`config.mk`:
```
export PLATFORM = sky130hd
export DESIGN_NAME = imm_gen_pipe
export DESIGN_NICKNAME = d
export VERILOG_FILES = /design/src/rtl/imm_gen_pipe_pkg.sv /design/src/rtl/imm_gen_pipe_stage.sv /design/src/rtl/imm_gen_pipe.sv
export SDC_FILE = /design/constraint.sdc
export NUM_CORES = 1
export LEC_CHECK = 0
export ABC_AREA = 1
export BUFFER_PORTS_ARGS = -buffer_cell sky130_fd_sc_hd__buf_4
export CORE_MARGIN = 3
export CORE_UTILIZATION = 45
export CTS_BUF_LIST = sky130_fd_sc_hd__clkbuf_4
export CTS_CLUSTER_DIAMETER = 40
export DETAILED_ROUTE_END_ITERATION = 7
export PLACE_DENSITY_LB_ADDON = 0.25
export REMOVE_ABC_BUFFERS = 1
export SETUP_SLACK_MARGIN = 0.3
export SKIP_CTS_REPAIR_TIMING = 1
export SLEW_MARGIN = 0
export SYNTH_ARGS = -nofsm -noshare
export SYNTH_HDL_FRONTEND = slang
export SYNTH_SLANG_ARGS = --single-unit
```
`constraint.sdc`:
```
create_clock -name clk -period 1.8 [get_ports clk]
set_input_delay 0.18 -clock clk [delete_from_list [all_inputs] [get_ports clk]]
set_output_delay 0.18 -clock clk [all_outputs]
set_load 0.1 [all_outputs]
```
`src/rtl/imm_gen_pipe_pkg.sv`:
```
// Shared opcode and format-tag constants for the pipelined immediate generator.
// Extends the original opcodes.v constant set with the 3-bit format tags.
package imm_gen_pipe_pkg;

  localparam logic [6:0] OP_LOAD   = 7'b0000011;
  localparam logic [6:0] OP_IMM    = 7'b0010011;
  localparam logic [6:0] OP_AUIPC  = 7'b0010111;
  localparam logic [6:0] OP_STORE  = 7'b0100011;
  localparam logic [6:0] OP_OP     = 7'b0110011;
  localparam logic [6:0] OP_LUI    = 7'b0110111;
  localparam logic [6:0] OP_BRANCH = 7'b1100011;
  localparam logic [6:0] OP_JALR   = 7'b1100111;
  localparam logic [6:0] OP_JAL    = 7'b1101111;
  localparam logic [6:0] OP_SYSTEM = 7'b1110011;

  localparam logic [2:0] FMT_R = 3'd0;
  localparam logic [2:0] FMT_I = 3'd1;
  localparam logic [2:0] FMT_S = 3'd2;
  localparam logic [2:0] FMT_B = 3'd3;
  localparam logic [2:0] FMT_U = 3'd4;
  localparam logic [2:0] FMT_J = 3'd5;

  localparam logic [2:0] F3_SLLI = 3'b001;
  localparam logic [2:0] F3_SRXI = 3'b101;

endpackage

```
`src/rtl/imm_gen_pipe_stage.sv`:
```
// imm_pipe_stage: one elastic register slice holding a payload word and its valid bit.
// Flush clears the valid bit only; reset also zeroes the payload.
import imm_gen_pipe_pkg::*;

module imm_pipe_stage #(
  parameter int W = 36
) (
  input  logic         clk,
  input  logic         reset,
  input  logic         flush,
  input  logic         in_valid,
  output logic         in_ready,
  input  logic [W-1:0] in_data,
  output logic         out_valid,
  input  logic         out_ready,
  output logic [W-1:0] out_data
);

  logic         valid_q, valid_d;
  logic [W-1:0] data_q, data_d;
  logic         advance;

  always_comb begin
    advance = !valid_q || out_ready;
    valid_d = valid_q;
    data_d  = data_q;
    if (flush) begin
      valid_d = 1'b0;
    end else if (advance) begin
      valid_d = in_valid;
      if (in_valid) begin
        data_d = in_data;
      end
    end
  end

  always_ff @(posedge clk) begin
    if (reset) begin
      valid_q <= 1'b0;
      data_q  <= '0;
    end else begin
      valid_q <= valid_d;
      data_q  <= data_d;
    end
  end

  assign in_ready  = advance;
  assign out_valid = valid_q;
  assign out_data  = data_q;

endmodule

```
`src/rtl/imm_gen_pipe.sv`:
```
// imm_gen_pipe: RV32I/RV64I immediate decoder feeding a DEPTH-stage elastic pipeline.
// Define IMM_GEN_SHAMT_EN to decode shift-immediate shamt fields instead of plain I-format.
import imm_gen_pipe_pkg::*;

module imm_gen_pipe #(
  parameter int XLEN  = 32,
  parameter int DEPTH = 1
) (
  input  logic            clk,
  input  logic            reset,
  input  logic            flush,
  input  logic            in_valid,
  output logic            in_ready,
  input  logic [31:0]     inst,
  output logic            out_valid,
  input  logic            out_ready,
  output logic [XLEN-1:0] imm_out,
  output logic [2:0]      fmt,
  output logic            illegal
);

  localparam int PW = XLEN + 4;

  logic [6:0]      opcode;
  logic [31:0]     dec_imm32;
  logic [XLEN-1:0] dec_imm;
  logic [2:0]      dec_fmt;
  logic            dec_illegal;

  assign opcode = inst[6:0];

  // Every format fits in 32 bits already sign-extended; widening to XLEN happens once below.
  always_comb begin
    dec_imm32   = 32'd0;
    dec_fmt     = FMT_R;
    dec_illegal = 1'b0;
    case (opcode)
      OP_IMM, OP_LOAD, OP_JALR, OP_SYSTEM: begin
        dec_fmt   = FMT_I;
        dec_imm32 = {{20{inst[31]}}, inst[31:20]};
      end
      OP_STORE: begin
        dec_fmt   = FMT_S;
        dec_imm32 = {{20{inst[31]}}, inst[31:25], inst[11:7]};
      end
      OP_BRANCH: begin
        dec_fmt   = FMT_B;
        dec_imm32 = {{19{inst[31]}}, inst[31], inst[7], inst[30:25], inst[11:8], 1'b0};
      end
      OP_LUI, OP_AUIPC: begin
        dec_fmt   = FMT_U;
        dec_imm32 = {inst[31:12], 12'd0};
      end
      OP_JAL: begin
        dec_fmt   = FMT_J;
        dec_imm32 = {{11{inst[31]}}, inst[31], inst[19:12], inst[20], inst[30:21], 1'b0};
      end
      OP_OP: begin
        dec_fmt = FMT_R;
      end
      default: begin
        dec_illegal = 1'b1;
      end
    endcase
`ifdef IMM_GEN_SHAMT_EN
    if (opcode == OP_IMM && (inst[14:12] == F3_SLLI || inst[14:12] == F3_SRXI)) begin
      dec_imm32   = {26'd0, (XLEN == 64) ? inst[25] : 1'b0, inst[24:20]};
      dec_illegal = (XLEN == 32) && inst[25];
    end
`endif
  end

  assign dec_imm = XLEN'($signed(dec_imm32));

  logic          valid_c [DEPTH+1];
  logic          ready_c [DEPTH+1];
  logic [PW-1:0] data_c  [DEPTH+1];

  assign valid_c[0]     = in_valid;
  assign data_c[0]      = {dec_illegal, dec_fmt, dec_imm};
  assign ready_c[DEPTH] = out_ready;

  for (genvar k = 0; k < DEPTH; k++) begin : g_stage
    imm_pipe_stage #(.W(PW)) u_stage (
      .clk      (clk),
      .reset    (reset),
      .flush    (flush),
      .in_valid (valid_c[k]),
      .in_ready (ready_c[k]),
      .in_data  (data_c[k]),
      .out_valid(valid_c[k+1]),
      .out_ready(ready_c[k+1]),
      .out_data (data_c[k+1])
    );
  end

  assign in_ready                 = ready_c[0];
  assign out_valid                = valid_c[DEPTH];
  assign {illegal, fmt, imm_out}  = data_c[DEPTH];

endmodule

```
==> results.py <==
metrics = {
    "route": {
        "m1WireLength_um": 2335,
        "ant_nets": 0,
        "wirelength_um": 5288,
        "post_drt_wl_per_cell_um": 11.57,
        "wl_met3_um": 427,
        "drt-vias-per-instance": 4.932,
        "firstDrtPassIters": 4,
        "num_vias": 2254,
        "drc_errors": 0,
        "top_layer_used": "met4",
        "drt_iter0_markers": 172,
        "route.met2.wl_um": 2458,
    },
    "run_status": {
        "outcome": "finished, final reports clean",
    },
    "global_route": {
        "grt_pass1_vias": 2011,
        "antenna_found_initial": 0,
        "overflow": 0,
        "grt_pass1_wl_um": 8700,
        "grt_max_degree": 40,
        "grt_use_total": 0.1994,
    },
    "power": {
        "p_switching_w": 0.0004879,
        "vdd.ir_drop.worst_mv": 0.3093,
        "clockPowerShare": 0.322,
        "pwr-share-seq": 0.489,
        "p_int_w": 0.001218,
        "leakage_nw": 1.441,
        "power_density_nw_per_um2": 617.4,
        "p_sw_frac": 0.2859,
        "combPwrFrac": 0.189,
    },
    "synthesis": {
        "yosysTopAreaCellShare": 0.3558,
        "ys_seq_elements": 37,
        "synth-edff-count": 0,
        "yosysSeqAreaShare": 0.3558,
        "yosys_warnings": 0,
        "synth-main-ff-cell": "dfxtp_1",
        "synth_common_cells": "120 x nand2_1, 43 x nor2_1, 37 x dfxtp_1, 33 x nand3_1, 29 x inv_1",
        "synth.most_common_cell": "nand2_1",
        "synthCells": 333,
        "synthTopCellsByArea": "dfxtp_1 36%, nand2_1 22%, nand3_1 7.9%, nor2_1 7.8%, a21oi_1 5.8%",
        "async_reset_ff_frac": 0,
        "ys_types": 24,
        "synth_area_per_cell_sq_um": 6.252,
        "yosys.area.top_type": "dfxtp_1",
        "synth_area_sq_um": 2082,
    },
    "critical_path": {
        "start_kind": "input port",
        "path_class": "in -> reg",
        "crit_path_end_kind": "register",
        "cp_max_fo": 25,
        "cp_data_arrival_time_ps": 1640,
        "cp.required_ps": 2030,
    },
    "layout": {
        "synthToLayoutAreaGrowth_pct": 32.75,
        "n_antenna_cell": 0,
        "post-route-util": 0.6261,
        "fin_nets": 442,
        "drive_above_1_share": 0.2741,
    },
    "timing": {
        "drv_slew": 0,
        "finalHoldViolCount": 0,
        "worst_pin_slew_ps": 431.5,
        "rsz0062_at_grt": "no",
        "min_period_ps": 1411,
        "whs_ps": 120.2,
        "finalCritPeriodShare": 0.7841,
        "setup_viol": 0,
        "finalClockSkew_ps": 13.28,
        "max_slew_margin": 0.7113,
        "fmaxAchievable_ghz": 0.7085,
    },
    "die": {
        "initial_core_util": 0.4717,
        "rows": 24,
        "fp.dieW_um": 74.02,
        "die_area_sq_um": 5479,
        "pin_count": 75,
        "coreArea_sq_um": 4414,
        "die_y_um": 74.02,
    },
    "cts": {
        "cts.path.max_buffers": 2,
        "tritoncts_num_sinks": 37,
        "cts_buffers": 5,
        "ctsRootBufferMaster": "clkbuf_4",
        "clock_latency_ps": 340,
        "cts_tree": "done",
        "clk_pin_slew_ps": 100,
        "cts-htree-levels": 2,
    },
    "place": {
        "gp_congestion": 0.8403,
        "port_buffers": 74,
        "hpwl_um": 3899,
    },
    "run": {
        "drv_cap": 0,
    },
    "worst_hold_path": {
        "hp-class": "in -> reg",
    },
}
## placed cells by master, fill, tap and decap left out
cell           count
nor2_4             2
nor2_2             3
inv_1             29
o211ai_1           1
buf_12             1
nand2_4            2
nand2_1          120
o21ai_4            1
a21oi_1           24
clkinv_2           1
a211oi_1           1
nor2_1            42
nor3_4             1
nand4_1            1
o21ai_0            3
clkinv_1           1
dfxtp_1           37
dlygate4sd3_1      1
clkbuf_4           5
nand2_2            3
buf_4             80
bufinv_16          1
a31oi_1            1
a21oi_2           10
nand3_1           33
inv_2              1
## per-stage QoR
stage / cells / instance area (sq um) / power, W / setup WS (ps) / TNS (ps)
3_5_place_dp: 449 / 2679 / 0.001173 / 278.4 / 0
2_1_floorplan: 316 / 1987 / 0.001026 / -1711 / -56120
5_1_grt: 457 / 2764 / 0.001783 / 295.6 / 0
3_3_place_gp: 449 / 2679 / 0.001172 / 280.5 / 0
6_report: 457 / 2764 / 0.001706 / 388.7 / 0
4_1_cts: 456 / 2751 / 0.001720 / 338.7 / 0
## routing by layer
metal,track usage,vias to the layer above
met5,0,-
met1,0.2465,999
met3,0.05811,7
li1,-,1177
met2,0.3376,71
met4,0.05634,0
## worst paths after layout
| check | startpoint | end | slack (ps) | cells past startpoint |
|---|---|---|---|---|
| min | inst[29] | g_stage[0].u_stage.out_data[9] | 120 | 3 |
| max | flush | g_stage[0].u_stage.out_data[34] | 390 | 7 |
| max reg2reg | g_stage[0].u_stage.out_valid | g_stage[0].u_stage.out_data[34] | 520 | 7 |
| min reg2reg | g_stage[0].u_stage.out_data[7] | g_stage[0].u_stage.out_data[7] | 470 | 2 |
## cells by family after synthesis
| group | Yosys count | share of synthesized area |
|---|---|---|
| buffers and inverters | 48 | 0.1016 |
| DFF | 37 | 0.3558 |
| AOI/OAI and AO/OA | 41 | 0.1250 |
| and+or+nand+nor | 207 | 0.4177 |
## worst max-delay path: stages
cell and delay [ps]:
dlygate4sd3_1 530, buf_4 140, nor3_4 210, clkinv_1 110, buf_4 230, o21ai_0 180, inv_1 50
## power groups by stage
stage	Clock, W	Sequential, W	Combinational (W)
6_report	0.000549	0.000835	0.000322
5_1_grt	0.000597	0.000837	0.000349
4_1_cts	0.000564	0.000835	0.000321
3_5_place_dp	0	0.000854	0.000319
3_3_place_gp	0	0.000854	0.000318
2_1_floorplan	0	0.000934	0.0000923
## state kept, by name, indices dropped and copies added (netlist names)
name and cells:
g_stage.u_stage.out_valid 1, g_stage.u_stage.out_data 36
## final cells by class
type | instances | area, sq um
Inverter | 31 | 116.4
Tap cell | 52 | 65.06
Fill cell | 432 | 1650
Multi-Input combinational cell | 248 | 1139
Timing Repair Buffer | 82 | 630.6
Sequential cell | 37 | 740.7
Clock inverter | 2 | 35.03
Clock buffer | 5 | 37.54
Power figures use the tool's default switching activity.
